File: src/rtl/pipe_stage_skid_reg.sv
// pipe_stage_skid_reg
//   Handshaked pipeline-stage register carrying a DATA_W payload between two
//   stages with valid/ready flow control. With SKID_EN=1 a second (skid) entry
//   absorbs one beat of downstream stall so up_ready_o comes from a register.
//   With SKID_EN=0 the stage is a single entry and ready passes through.
//   Supports freeze (hold), squash (flush) and a saturating stall counter.
//
// Ports
//   clock_i       rising-edge clock
//   reset_i       synchronous active-low reset
//   flush_i       drop every held entry
//   hold_i        freeze: no accept, no present, state unchanged
//   up_valid_i    upstream payload valid
//   up_ready_o    stage can accept this cycle
//   up_data_i     upstream payload
//   dn_valid_o    payload presented downstream
//   dn_ready_i    downstream accepts
//   dn_data_o     presented payload (main entry)
//   occupancy_o   entries held (0..2)
//   bp_cnt_o      saturating count of stalled presentation cycles
//   bp_cnt_clr_i  synchronous clear of bp_cnt_o
module pipe_stage_skid_reg #(
   parameter int unsigned DATA_W     = 64,
   parameter int unsigned SKID_EN    = 1,
   parameter int unsigned CLEAR_DATA = 1,
   parameter int unsigned CNT_W      = 16
) (
   input  logic              clock_i,
   input  logic              reset_i,
   input  logic              flush_i,
   input  logic              hold_i,
   input  logic              up_valid_i,
   output logic              up_ready_o,
   input  logic [DATA_W-1:0] up_data_i,
   output logic              dn_valid_o,
   input  logic              dn_ready_i,
   output logic [DATA_W-1:0] dn_data_o,
   output logic [1:0]        occupancy_o,
   output logic [CNT_W-1:0]  bp_cnt_o,
   input  logic              bp_cnt_clr_i
);

   localparam logic [CNT_W-1:0] CNT_ONE = CNT_W'(1);

   logic              main_valid;
   logic [DATA_W-1:0] main_data;
   logic              skid_valid;
   logic              push;
   logic              pop;
   logic [CNT_W-1:0]  bp_cnt;

   assign dn_valid_o  = main_valid & ~hold_i;
   assign dn_data_o   = main_data;
   assign push        = up_valid_i & up_ready_o;
   assign pop         = dn_valid_o & dn_ready_i;
   assign occupancy_o = {1'b0, main_valid} + {1'b0, skid_valid};
   assign bp_cnt_o    = bp_cnt;

   generate
      if (SKID_EN != 0) begin : g_skid
         logic [DATA_W-1:0] skid_data;

         // Ready depends only on the skid register, never on dn_ready_i.
         assign up_ready_o = ~skid_valid & ~hold_i;

         always_ff @(posedge clock_i) begin
            if (!reset_i || flush_i) begin
               main_valid <= 1'b0;
               skid_valid <= 1'b0;
               if (CLEAR_DATA != 0) begin
                  main_data <= '0;
                  skid_data <= '0;
               end
            end else if (!hold_i) begin
               if (!main_valid) begin
                  // skid is never occupied while main is empty
                  if (push) begin
                     main_data  <= up_data_i;
                     main_valid <= 1'b1;
                  end
               end else if (skid_valid) begin
                  // ready is low here, so only the skid-to-main move can happen
                  if (pop) begin
                     main_data  <= skid_data;
                     skid_valid <= 1'b0;
                  end
               end else if (pop) begin
                  if (push) begin
                     main_data <= up_data_i;
                  end else begin
                     main_valid <= 1'b0;
                  end
               end else if (push) begin
                  skid_data  <= up_data_i;
                  skid_valid <= 1'b1;
               end
            end
         end
      end else begin : g_single
         assign skid_valid = 1'b0;
         assign up_ready_o = (~main_valid | dn_ready_i) & ~hold_i;

         always_ff @(posedge clock_i) begin
            if (!reset_i || flush_i) begin
               main_valid <= 1'b0;
               if (CLEAR_DATA != 0) begin
                  main_data <= '0;
               end
            end else if (!hold_i) begin
               if (push) begin
                  main_data  <= up_data_i;
                  main_valid <= 1'b1;
               end else if (pop) begin
                  main_valid <= 1'b0;
               end
            end
         end
      end
   endgenerate

   // Flush does not clear the counter; clear wins over increment.
   always_ff @(posedge clock_i) begin
      if (!reset_i || bp_cnt_clr_i) begin
         bp_cnt <= '0;
      end else if (dn_valid_o && !dn_ready_i && (bp_cnt != '1)) begin
         bp_cnt <= bp_cnt + CNT_ONE;
      end
   end

endmodule
File: config.mk
export PLATFORM = sky130hd
export DESIGN_NAME = pipe_stage_skid_reg
export DESIGN_NICKNAME = d
export VERILOG_FILES = /design/src/rtl/pipe_stage_skid_reg.sv
export SDC_FILE = /design/constraint.sdc
export NUM_CORES = 1
export LEC_CHECK = 0
export BUFFER_PORTS_ARGS = -buffer_cell sky130_fd_sc_hd__buf_2
export CAP_MARGIN = 20
export CORE_MARGIN = 3
export CORE_UTILIZATION = 44
export CTS_CLUSTER_DIAMETER = 60
export DETAILED_ROUTE_END_ITERATION = 12
export HOLD_SLACK_MARGIN = 0.03
export PLACE_DENSITY = 0.68
export SLEW_MARGIN = 20
export SYNTH_ARGS = -nofsm -noshare
export SYNTH_HDL_FRONTEND = slang
export SYNTH_SLANG_ARGS = --single-unit
File: constraint.sdc
create_clock -name clock_i -period 3.55 [get_ports clock_i]
set_clock_uncertainty 0.05 [all_clocks]
set_input_delay 0.5325 -clock clock_i [delete_from_list [all_inputs] [get_ports clock_i]]
set_output_delay 0.5325 -clock clock_i [all_outputs]
set_load 0.01 [all_outputs]
After elaboration in Yosys (flattened, before gate mapping)
Index checks and enable logic that the tools add are counted.
{"block": "classes", "n_addsub": 2, "mul": 0, "n_div": 0, "order_cmp": 0, "eq_ne": 2, "shifts": 0, "muxes": 12, "n_bitwise": 7, "n_reduce_logical": 9}
{"operator": "$mux 64", "n": 5}
{"operator": "$add 16x1->16 const B", "n": 1}
{"operator": "$ne 16x16->1 const B", "n": 1}
{"operator": "$mux 1", "n": 7}
{"operator": "$reduce_and 5->1", "n": 1}
{"operator": "$and 1x1->1", "n": 4}
{"operator": "$reduce_and 2->1", "n": 2}
{"operator": "$not 1->1", "n": 3}
{"operator": "$add 1x1->2", "n": 1}
{"operator": "$logic_and 1x1->1", "n": 2}
{"operator": "$logic_not 1->1", "n": 2}
{"operator": "$logic_or 1x1->1", "n": 2}
{"operator": "$ne 2x1->1 const B", "n": 1}
{"block": "word_totals", "regBits": 146, "latchBits": 0, "mem_bits_rw": 0, "rom_bits": 0, "inputBits": 71, "out_inout_bits": 84, "word_cells": 37, "memories": 0}

Depth between registers and ports, before layout
{"block": "logic_depth", "depth_word": 7, "depth_mapped": 7, "ltp_nobuf": 5}

Least setup slack after synthesis
OpenSTA, ideal clock, no wires.
{"block": "synth_timing", "kind": "flip-flop to flip-flop", "start": "reg bp_cnt[0] (netlist: bp_cnt_o[0])", "end": "reg bp_cnt[15] (netlist: bp_cnt_o[15])", "setup_ps": 115, "t_arrival_ps": 1749, "required_ps": 3385, "setup_slack_ps": 1637, "stages_incl_launch_ff": 7, "path_buffers": 1, "period_less_slack_ps": 1913, "path_cell_list": "dfxtp_1 ha_1 nand4_1 o41ai_2 buf_2 nor4_1 o21a_1"}
{"block": "synth_between", "elab_chain_cells": 2, "elab_cells_between_ends": 3, "cone_classes": "add/sub: 1; eq/ne: 1; reduce/logical: 1"}
{"item": "start, declared", "line": "50", "text": "logic [CNT_W-1:0] bp_cnt;"}
{"item": "start signal, assigned", "line": "126", "text": "bp_cnt <= bp_cnt + CNT_ONE;"}
{"item": "branches (longest 2 deep; another with $add 16x1->16)"}
Several ways; the timed one is not identified.
A chain may end at the register's enable or synchronous reset.

Final worst setup path
{"block": "layout_timing", "start": "reg skid_valid", "end": "reg main_data[52] (netlist: dn_data_o[52])"}
{"block": "layout_between", "elab_chain_cells": 7}
{"item": "start, declared", "line": "47", "text": "logic skid_valid;"}
{"item": "start signal, assigned", "line": "69", "text": "skid_valid <= 1'b0;"}
{"item": "start signal, assigned", "line": "85", "text": "skid_valid <= 1'b0;"}
{"item": "start signal, assigned", "line": "95", "text": "skid_valid <= 1'b1;"}
{"item": "$not 1->1 (no source line)"}
{"item": "$and 1x1->1", "line": "64", "text": "assign up_ready_o = ~skid_valid & ~hold_i;"}
{"item": "$and 1x1->1", "line": "54", "text": "assign push = up_valid_i & up_ready_o;"}
{"item": "$mux 64 (2 in a row)"}
{"item": "$mux 64", "line": "81", "text": "end else if (skid_valid) begin"}
{"item": "$mux 64 (*)", "line": "75", "text": "if (!main_valid) begin"}
{"item": "end signal, assigned", "line": "78", "text": "main_data <= up_data_i;"}
{"item": "end signal, assigned", "line": "84", "text": "main_data <= skid_data;"}
{"item": "end signal, assigned", "line": "89", "text": "main_data <= up_data_i;"}
{"item": "end, declared", "line": "46", "text": "logic [DATA_W-1:0] main_data;"}
Mark *: on every way between the ends. The rest lies on a longest branch, timed or not. The select of a mux whose other input is x is not followed.

==> flow_summary_export.csv <==
group,metric,value,unit
sta,finalSetupViolations,0,
clock_network,path_clk_slew,0.06,ns
sta,tightest_slew,0.793,ns
placement,dp_hpwl,10900,µm
worst_hold_path,hp-class,"input pin to flip-flop",
sta,max-slew-margin-rel,0.469,
logic_synthesis,synthCells,754,
die,ios,155,
final_layout,fin_cells,1056,
grt,antenna_found_initial,1,
worst_setup_path,max_stage_delay,0.81,ns
logic_synthesis,async_flop_share,0,
detailed_routing,drtPass1Iterations,5,
worst_setup_path,critPathBufInv,1,
grt,grt_pass1_wl,25600,µm
worst_hold_path,min_from,"dn_ready_i",
sta,rsz0062_at_grt,"no",
worst_hold_path,holdPathEnd,"skid_valid$_SDFFE_PP0N_",
logic_synthesis,ys_ff_latch,146,
worst_hold_path,min_path_cells,2,
logic_synthesis,seq_area_frac_synth,0.491,
worst_setup_path,worstPathMaxFanout,74,
detailed_routing,drt_iter0_drc,397,
logic_synthesis,synth_top_area_frac,0.491,
placement,routabilityCongestion,0.802,
clock_network,cts_setup_buffers,0,
placement,place_area,6770,µm²
clock_network,clock_latency,0.41,ns
die,fp-row-count,41,
worst_setup_path,end_kind,"flip-flop",
status,outcome,"finished clean",
logic_synthesis,yosys.cell_types.count,39,
grt,first_global_vias,5258,
final_layout,drive_above_1_share,0.229,
clock_network,cts_tree,"built",
worst_setup_path,critPathArrivalTime,2.78,ns
worst_setup_path,crit_top_cell,"nor2_1",
sta,tns,0,ns
worst_setup_path,cp-start-kind,"flip-flop",
placement,dp.cells,1025,
clock_network,cts_buffers,17,
grt,grtUsageTotal,0.215,
worst_setup_path,path_class,"flip-flop to flip-flop",
clock_network,cts_resized,0,
die,die_h,122,µm
detailed_routing,vias_per_cell,5.49,
logic_synthesis,synth_most_common_cell,"nand2_1",
detailed_routing,wire_per_inst,15.3,µm
worst_setup_path,reg2reg_depth,5,
power_and_ir_drop,p_leak,2.89,nW
clock_network,clock-sinks,146,
logic_synthesis,synth_commonest_cells,"nand2_1, dfxtp_1, a21oi_1",
final_layout,fin_nets,945,
final_layout,seq_area,2930,µm²
final_layout,num_antenna_cells,0,
logic_synthesis,yosys_warnings,0,
clock_network,root_buffer,"clkbuf_16",
logic_synthesis,avgSynthCellArea,7.89,µm²
final_layout,multi_input_area,2790,µm²
clock_network,hold_buffers,0,
power_and_ir_drop,powerDensity,485,nW/µm²
die,die_w,122,µm
logic_synthesis,synth_enable_flop_cells,0,
logic_synthesis,synth_top_flop_cell,"dfxtp_1",
die,die_area,15000,µm²
logic_synthesis,syn-cell-area,5950,µm²
worst_setup_path,cp.required,3.81,ns
power_and_ir_drop,max-vdd-ir-drop,304,µV
worst_setup_path,path_cells,"nor2_1 -> a2111oi_4 -> buf_4 -> nor2_1 -> a311oi_1",
worst_setup_path,r2r-end,"dn_data_o[52]$_SDFFE_PP0P_",
worst_setup_path,path_delay_family,"flip-flops",
grt,grt_overflow_total,0,
placement,io_buffers,154,
final_layout,fillCellCount,1241,
grt,grt_max_degree,75,
clock_network,htree_levels,4,
worst_setup_path,slowest_stage,"dfxtp_2",
logic_synthesis,yosys.area.top_type,"dfxtp_1",
detailed_routing,dr_total_vias,5793,
detailed_routing,drc,0,
run,cap_violations,0,
sta,fmax,0.396,GHz
die,initial_core_util,0.460,
detailed_routing,ant_nets,0,
final_layout,stdcell_area,7330,µm²
clock_network,cts_max_path_buffers,2,
sta,drv_slew,0,
sta,hold_violations,0,
final_layout,area_growth_syn_to_layout,23.2,%
sta,min_period,2.53,ns
worst_setup_path,rrSetupSlack,1.02,ns
die,coreArea,12900,µm²
logic_synthesis,yosys-top-cells-area,"dfxtp_1, nand2_1, a311oi_1",
detailed_routing,wl,16100,µm
logic_synthesis,synth_nets,827,
worst_setup_path,rr_startpoint,"skid_valid$_SDFFE_PP0N_",
sta,fin_crit_sh,0.712,
==> worst max path at each step <==
stage / start / endpoint / slack (ns) / cells past startpoint
after floorplan: bp_cnt_o[0]$_SDFFE_PP0P_ / bp_cnt_o[15]$_SDFFE_PP0P_ / 1.64 / 6
after global placement: dn_ready_i / g_skid.skid_data[8]$_SDFFE_PP0P_ / 1.13 / 6
after detailed placement: skid_valid$_SDFFE_PP0N_ / dn_data_o[38]$_SDFFE_PP0P_ / 1.03 / 5
after CTS: skid_valid$_SDFFE_PP0N_ / dn_data_o[40]$_SDFFE_PP0P_ / 1.02 / 5
after global routing: skid_valid$_SDFFE_PP0N_ / dn_data_o[52]$_SDFFE_PP0P_ / 0.78 / 5
final: skid_valid$_SDFFE_PP0N_ / dn_data_o[52]$_SDFFE_PP0P_ / 1.02 / 5
==> final cells by class <==
class / count / area share
clock inverter: 5 / 0.00341
tap: 172 / 0.0294
clock buffer: 26 / 0.0709
multi-input combinational: 540 / 0.380
timing repair buffer: 164 / 0.115
inverter: 3 / 0.00154
sequential: 146 / 0.399
==> cells by family (layout without fill, tap and decap cells) <==
kind of cell	Yosys count	after routing	share of synthesized area
adders and majority gates	2	2	0.00421
and+or+nand+nor	376	376	0.267
buffers and inverters	68	198	0.0469
DFF	146	146	0.491
muxes	1	1	0.00168
AOI/OAI and AO/OA	160	160	0.187
xor gates and xnor gates	1	1	0.00147
==> layout by cell type (no fill, tap or decap), types with 2 or more instances in the layout <==
cell and count:
nand4_1 5, or4_1 3, ha_1 2, and3_1 3, and2_1 2, clkbuf_16 17, clkbuf_1 3, buf_4 10
dfxtp_2 2, o41ai_1 2, nor2b_1 2, a211oi_1 2, a21oi_1 73, o21ai_0 5, buf_2 154, dfxtp_1 144
clkinv_2 5, clkbuf_8 6, inv_1 2, nand2_1 206, or3_1 5, a311oi_1 64, o31ai_1 2, and4_1 3
o311ai_0 2, nand2b_1 2, nor2_1 71, nand3_1 68
==> stage by stage <==
step           total power, W   util  hold slack [ns]  setup WS (ns)
6_report              0.00355  0.567            0.301           1.02
5_1_grt               0.00368  0.567            0.307          0.778
4_1_cts               0.00358  0.566            0.283           1.02
3_5_place_dp          0.00195  0.524            0.397           1.03
3_3_place_gp          0.00195  0.524            0.392           1.13
2_1_floorplan         0.00184      -            0.387           1.64
==> worst reg2reg max path, delay by kind of cell (launching register included) <==
kind / cells / cell delay (ns)
AO/OA/AOI/OAI: 2 / 0.58
AND/OR/NAND/NOR: 2 / 0.33
flip-flops: 1 / 0.81
buffers and inverters: 1 / 0.64
==> sequential cells by signal (all words and copies together), names as in the netlist <==
signal,count
bp_cnt_o,16
dn_data_o,64
g_skid.skid_data,64
main_valid,1
skid_valid,1
==> power by group <==
part,internal (W),switching (W)
Combinational,0.0000856,0.000149
Sequential,0.00167,0.0000160
Clock,0.000995,0.000640
==> routing by layer <==
layer,GRT usage,share of wire
met2,0.357,0.48
met5,0,0.00043
met1,0.266,0.43
met3,0.0544,0.066
met4,0.0903,0.019
Note: power is estimated with default switching activity, not from simulation.
